**config.mk**
```make
export PLATFORM = sky130hd
export DESIGN_NAME = fp_addsub_issue
export DESIGN_NICKNAME = d
export VERILOG_FILES = /design/src/rtl/fp_pkg.sv /design/src/rtl/fp_result_fifo.sv /design/src/rtl/fp_addsub_issue.sv
export SDC_FILE = /design/constraint.sdc
export NUM_CORES = 2
export LEC_CHECK = 0
export CAP_MARGIN = 20
export CORE_AREA = 3 3 603 605
export CTS_CLUSTER_SIZE = 24
export DETAILED_ROUTE_END_ITERATION = 8
export DIE_AREA = 0 0 606 608
export PLACE_DENSITY_LB_ADDON = 0.12
export SLEW_MARGIN = 30
export SYNTH_ARGS = -nofsm -noshare
export SYNTH_HDL_FRONTEND = slang
export SYNTH_HIERARCHICAL = 1
export SYNTH_SLANG_ARGS = --single-unit
```
**constraint.sdc**
```tcl
create_clock -name clk -period 3.8 [get_ports clk]
set_clock_uncertainty 0.1 [all_clocks]
set_input_delay 0.76 -clock clk [delete_from_list [all_inputs] [get_ports clk]]
set_output_delay 0.76 -clock clk [all_outputs]
set_load 0.02 [all_outputs]
```
**src/rtl/fp_pkg.sv**
```systemverilog
// Shared constants for the 255-bit modular add/sub issue path: width, modulus q,
// default tag width, and the modular negation used to turn a-b into a+(q-b).
package fp_pkg;

  localparam int FP_W     = 255;
  localparam int FP_TAG_W = 4;

  localparam logic [FP_W-1:0] FP_Q =
    255'd2261564242916331941866620800950935700259179388000792266395655937654553313279;

  // Canonical b only: 0 maps to 0 so the core never sees the non-canonical q.
  function automatic logic [FP_W-1:0] fp_neg(input logic [FP_W-1:0] b);
    return (b == '0) ? '0 : FP_Q - b;
  endfunction

endpackage

```
**src/rtl/fp_result_fifo.sv**
```systemverilog
// Sync FIFO with a registered head word: rdata_o/valid_o come straight from flops.
// Simultaneous push and pop is legal at any fill level, including full.
module fp_result_fifo #(
  parameter int DW    = 259,
  parameter int DEPTH = 8,
  localparam int AW   = $clog2(DEPTH),
  localparam int CW   = AW + 1
) (
  input  logic          clk,
  input  logic          rst,
  input  logic          wr_i,
  input  logic [DW-1:0] wdata_i,
  input  logic          rd_i,
  output logic [DW-1:0] rdata_o,
  output logic          valid_o,
  output logic [CW-1:0] cnt_o
);

  logic [DEPTH-1:0][DW-1:0] mem_q;
  logic [AW-1:0]            wr_ptr_q, rd_ptr_q, rd_nxt;
  logic [CW-1:0]            cnt_q, cnt_d;
  logic [DW-1:0]            head_q;
  logic                     vld_q, pop;

  assign pop    = rd_i && vld_q;
  assign rd_nxt = rd_ptr_q + AW'(1);

  always_comb begin
    cnt_d = cnt_q;
    if (wr_i && !pop)      cnt_d = cnt_q + CW'(1);
    else if (!wr_i && pop) cnt_d = cnt_q - CW'(1);
  end

  always_ff @(posedge clk or negedge rst) begin
    if (!rst) begin
      mem_q    <= '0;
      wr_ptr_q <= '0;
      rd_ptr_q <= '0;
      cnt_q    <= '0;
      head_q   <= '0;
      vld_q    <= 1'b0;
    end else begin
      if (wr_i) begin
        mem_q[wr_ptr_q] <= wdata_i;
        wr_ptr_q        <= wr_ptr_q + AW'(1);
      end
      if (pop) rd_ptr_q <= rd_nxt;
      cnt_q <= cnt_d;
      vld_q <= (cnt_d != '0);
      // Head reloads from the incoming word when the queue is (about to be) empty,
      // otherwise from the next stored entry.
      if (wr_i && (!vld_q || (pop && cnt_q == CW'(1))))
        head_q <= wdata_i;
      else if (pop && cnt_q > CW'(1))
        head_q <= mem_q[rd_nxt];
    end
  end

  assign rdata_o = head_q;
  assign valid_o = vld_q;
  assign cnt_o   = cnt_q;

endmodule

```
**src/rtl/fp_addsub_issue.sv**
```systemverilog
// Issue/collect stage around the fixed-latency modular adder core fp_add.
// Optional FP_ADDSUB_RANGE_CHECK_EN adds sticky err/err_tag for non-canonical operands.
module fp_addsub_issue
  import fp_pkg::*;
#(
  parameter int W           = FP_W,
  parameter int ADD_LATENCY = 5,
  parameter int DEPTH       = 8,
  parameter int TAG_W       = FP_TAG_W
) (
  input  logic             clk,
  input  logic             rst,
  input  logic             in_valid,
  output logic             in_ready,
  input  logic             in_op,
  input  logic [W-1:0]     in_a,
  input  logic [W-1:0]     in_b,
  input  logic [TAG_W-1:0] in_tag,
  output logic [W-1:0]     add_a,
  output logic [W-1:0]     add_b,
  input  logic [W-1:0]     add_d,
  output logic             out_valid,
  input  logic             out_ready,
  output logic [W-1:0]     out_d,
  output logic [TAG_W-1:0] out_tag,
`ifdef FP_ADDSUB_RANGE_CHECK_EN
  output logic             err,
  output logic [TAG_W-1:0] err_tag,
`endif
  output logic             busy
);

  localparam int CW = $clog2(DEPTH) + 1;

  logic                             accept, fifo_wr, run_q;
  logic [CW-1:0]                    inflight_q, inflight_d, fifo_cnt;
  logic [CW:0]                      credit_used;
  logic [ADD_LATENCY:0]             vld_pipe_q;
  logic [ADD_LATENCY:0][TAG_W-1:0]  tag_pipe_q;
  logic [W-1:0]                     add_a_q, add_b_q, add_b_d;

  // Every accepted op holds a FIFO slot from accept until it is read out.
  assign credit_used = {1'b0, inflight_q} + {1'b0, fifo_cnt};
  assign in_ready    = run_q && (credit_used < (CW+1)'(DEPTH));
  assign accept      = in_valid && in_ready;
  assign fifo_wr     = vld_pipe_q[ADD_LATENCY];
  assign add_b_d     = in_op ? W'(fp_neg(FP_W'(in_b))) : in_b;

  always_comb begin
    inflight_d = inflight_q;
    case ({accept, fifo_wr})
      2'b10:   inflight_d = inflight_q + CW'(1);
      2'b01:   inflight_d = inflight_q - CW'(1);
      default: inflight_d = inflight_q;
    endcase
  end

  always_ff @(posedge clk or negedge rst) begin
    if (!rst) begin
      run_q      <= 1'b0;
      vld_pipe_q <= '0;
      tag_pipe_q <= '0;
      add_a_q    <= '0;
      add_b_q    <= '0;
      inflight_q <= '0;
    end else begin
      run_q      <= 1'b1;
      vld_pipe_q <= {vld_pipe_q[ADD_LATENCY-1:0], accept};
      tag_pipe_q <= {tag_pipe_q[ADD_LATENCY-1:0], in_tag};
      add_a_q    <= accept ? in_a    : '0;
      add_b_q    <= accept ? add_b_d : '0;
      inflight_q <= inflight_d;
    end
  end

  fp_result_fifo #(
    .DW    (W + TAG_W),
    .DEPTH (DEPTH)
  ) u_fifo (
    .clk     (clk),
    .rst     (rst),
    .wr_i    (fifo_wr),
    .wdata_i ({add_d, tag_pipe_q[ADD_LATENCY]}),
    .rd_i    (out_ready),
    .rdata_o ({out_d, out_tag}),
    .valid_o (out_valid),
    .cnt_o   (fifo_cnt)
  );

  assign add_a = add_a_q;
  assign add_b = add_b_q;
  assign busy  = (inflight_q != '0) || (fifo_cnt != '0);

`ifndef SYNTHESIS
  always @(posedge clk) begin
    if (rst && fifo_wr)
      assert (fifo_cnt != CW'(DEPTH)) else $error("fp_addsub_issue: result FIFO overflow");
  end
`endif

`ifdef FP_ADDSUB_RANGE_CHECK_EN
  logic             err_q;
  logic [TAG_W-1:0] err_tag_q;
  logic             bad_op;

  assign bad_op = (in_a >= W'(FP_Q)) || (in_b >= W'(FP_Q));

  always_ff @(posedge clk or negedge rst) begin
    if (!rst) begin
      err_q     <= 1'b0;
      err_tag_q <= '0;
    end else if (accept && bad_op) begin
      err_q <= 1'b1;
      if (!err_q) err_tag_q <= in_tag;
    end
  end

  assign err     = err_q;
  assign err_tag = err_tag_q;
`endif

endmodule
```
==> reports/metrics.cfg <==
[pwr]
power_leakage_nw = 68.9
power_density_mw_per_mm2 = 828
peakVddDrop_uv = 511

[final_layout]
final_cells = 15400
drive_above_1_share_pct = 37.0
final_nets = 10700
syn_to_final_growth_pct = 30.8
final_core_util_pct = 44.8

[synth]
synth_compound_area_share_pct = 3.24
synth_nets = 8895
synthTopCellsByCount = dfrtp_1, mux2_2, nand3_1
ys_top_cells_by_area = dfrtp_1, mux2_2, mux4_2
async_reset_ff_share_pct = 100
synth_edf_count = 0
yosysWarnings = 6
netlist_area_mm2 = 0.123
synthCells = 8109
postSynthRegisterBits = 2887
synth-xor-area-share_pct = 1.91
synth_top_family_by_area = multiplexers
synth_top_area_share_pct = 58.8
synth.most_common_cell = dfrtp_1
ys_types = 52
synthSimpleGateAreaFrac_pct = 4.87
synth_fa_ha_area_share_pct = 0.122
avgSynthCellArea_um2 = 15.1
synthFlopType = dfrtp_1
seq_area_frac_synth_pct = 58.8
muxShareOfSynthArea_pct = 28.5
synth_top_cell_by_area = dfrtp_1

[cts]
cts.htree.levels = 5
clk_latency_ps = 940
clock-sinks = 2887
cts_tree = done
cts_max_path_buffers = 4
clk_pin_slew_ps = 60
root_buffer = clkbuf_16
cts_buffers = 339

[grt]
track_usage_pct = 32.3
antenna_found_initial = 257
grt_pass1_wl_um = 808000
grt_pass1_vias = 86000
grt_remaining_overflow = 0
grt_max_degree = 186

[placed_design]
gp_congestion = 1.12
dp_hpwl_um = 444000
placed_cells_incl_taps = 14300
io_buffers = 1545

[job]
drv_cap = 0

[status]
status = finished, final reports clean

[setup_path]
crit_required_ps = 2940
cp_slowest_stage_delay_ps = 580
r2r-end = add_a[1]
cp-start-kind = flop
crit_path_cell_trace = ha_1 > or4b_1 > a21oi_4 > buf_12 > clkdlybuf4s15_2
rrSetupSlack_ps = 330
worst_setup_path_end_kind = primary output
critPathKind = flop to primary output
reg2reg_from = u_fifo/cnt_o[3]
cp_data_arrival_time_ps = 2810
path_max_fanout = 5
crit_slowest_cell = or4b_1
reg2regPathDepth = 8

[drt]
vias = 82800
wl_per_cell_um = 39.2
drc_errors = 0
wl_um = 603000
drt_iter0_markers = 6051
dr.pass1.iters = 5
vias_per_cell = 5.39
ant_nets = 0

[timing]
worst_slew_pin_slew_ps = 1260
min_period_ps = 3670
final.period_utilization_pct = 96.7
hold_viol = 0
rsz0062_at_grt = false
fmax_ghz = 0.272
setup_viol = 0
fin_setup_tns_ps = 0
relSlewSlack_pct = 15.1
whs_ps = 153
slew_viol_final = 0

[die]
die_width_um = 606
core_mm2 = 0.359
start_util_pct = 34.2
die_y_um = 608
die-area_mm2 = 0.368
io_pins = 1546
rows = 220

[hold_path]
min_to = tag_pipe_q[2]
hold_class = input pin to flop
hold_start = in_tag[2]
whs_path_depth = 1

sequential cells by signal (all words and copies together), names as in the netlist:
signal,flops
add_a,255
add_b,255
inflight_q,4
run_q,1
tag_pipe_q,24
u_fifo/cnt_o,4
u_fifo/mem_q,2072
u_fifo/rd_ptr_q,3
u_fifo/rdata_o,259
u_fifo/valid_o,1
u_fifo/wr_ptr_q,3
vld_pipe_q,6
where the power goes:
part / switching (mW) / internal [mW] / leakage (nW) / total, mW
clock: 13.8 / 20.2 / 5.70 / 34.0
sequential: 6.36 / 42.1 / 36.5 / 48.5
combinational: 25.0 / 25.5 / 26.7 / 50.5
worst max-delay path by stage:
stage	start	endpoint	slack [ps]	cells after the start
after floorplan	u_fifo/cnt_o[3]	inflight_q[2]	730	12
after global placement	in_b[110]	add_b[43]	-1830	10
after detailed placement	in_b[70]	add_b[95]	-930	11
after CTS	u_fifo/cnt_o[3]	in_ready	10	5
after global routing	u_fifo/cnt_o[3]	in_ready	20	5
final	u_fifo/cnt_o[3]	in_ready	130	5
cell families (layout without fill, tap and decap cells):
logic type      after synthesis  count (layout)
compound gates              530             530
xor+xnor                    268             268
fa+ha+maj                    12              12
buf+inv                     660            2725
flops                      2887            2887
mux                        2595            2595
other cells                   1             435
simple gates               1156            1156
layout make-up:
| class | instances | area (um^2) |
|---|---|---|
| repair buffers | 2108 | 21600 |
| flip-flops and latches | 2887 | 72200 |
| diodes | 434 | 1090 |
| fillers | 32200 | 198000 |
| well taps | 4773 | 5970 |
| clock inverters | 114 | 1650 |
| multi-input cells | 4562 | 48000 |
| inverters | 5 | 18.8 |
| clock buffers | 498 | 9980 |
critical path, delay by kind of cell, from the launching register on:
family                   cells  cell delay [ps]
AND/OR/NAND/NOR              1              580
flip-flops                   1              440
buffers and inverters        2              420
adder cells (fa/ha/maj)      1              280
AO/OA/AOI/OAI                1              160
per-stage QoR:
| stage | setup WS (ps) | power, mW | area, um^2 |
|---|---|---|---|
| finish | 126 | 133 | 161000 |
| global route | 18.4 | 139 | 160000 |
| CTS | 11.9 | 134 | 159000 |
| detailed placement | -934 | 99.7 | 148000 |
| global placement | -1830 | 98.3 | 147000 |
| floorplan | 726 | 77.8 | 123000 |
placed cells by master, fill, tap and decap left out, drive strengths merged, types with 259 or more instances in the layout:
master and instances:
mux2 2076, buf 568, dfrtp 2887, diode 434
nand2 266, mux4 518, clkbuf 498, clkdlybuf4s50 1538
a22oi 259, nand3 519
what timing repair did:
| item | 4_1_cts | 5_1_grt |
|---|---|---|
| hold buffers | 1 | 0 |
| resized for setup | 3 | 2 |
| endpoints found under the hold margin | 49 | 0 |
| gates cloned | 0 | 0 |
| setup endpoints to repair | 1 | 13 |
| buffers inserted | 2 | 0 |
routing by layer:
layer | GRT usage (%) | vias up | part of all wire [%]
met5 | 0 | - | 0.099
met4 | 21.1 | 90 | 7.2
met3 | 10.4 | 1010 | 7.6
met2 | 50.8 | 2727 | 47
met1 | 38.0 | 44800 | 38
li1 | - | 34200 | -
Note: power is estimated with default switching activity, not from simulation.
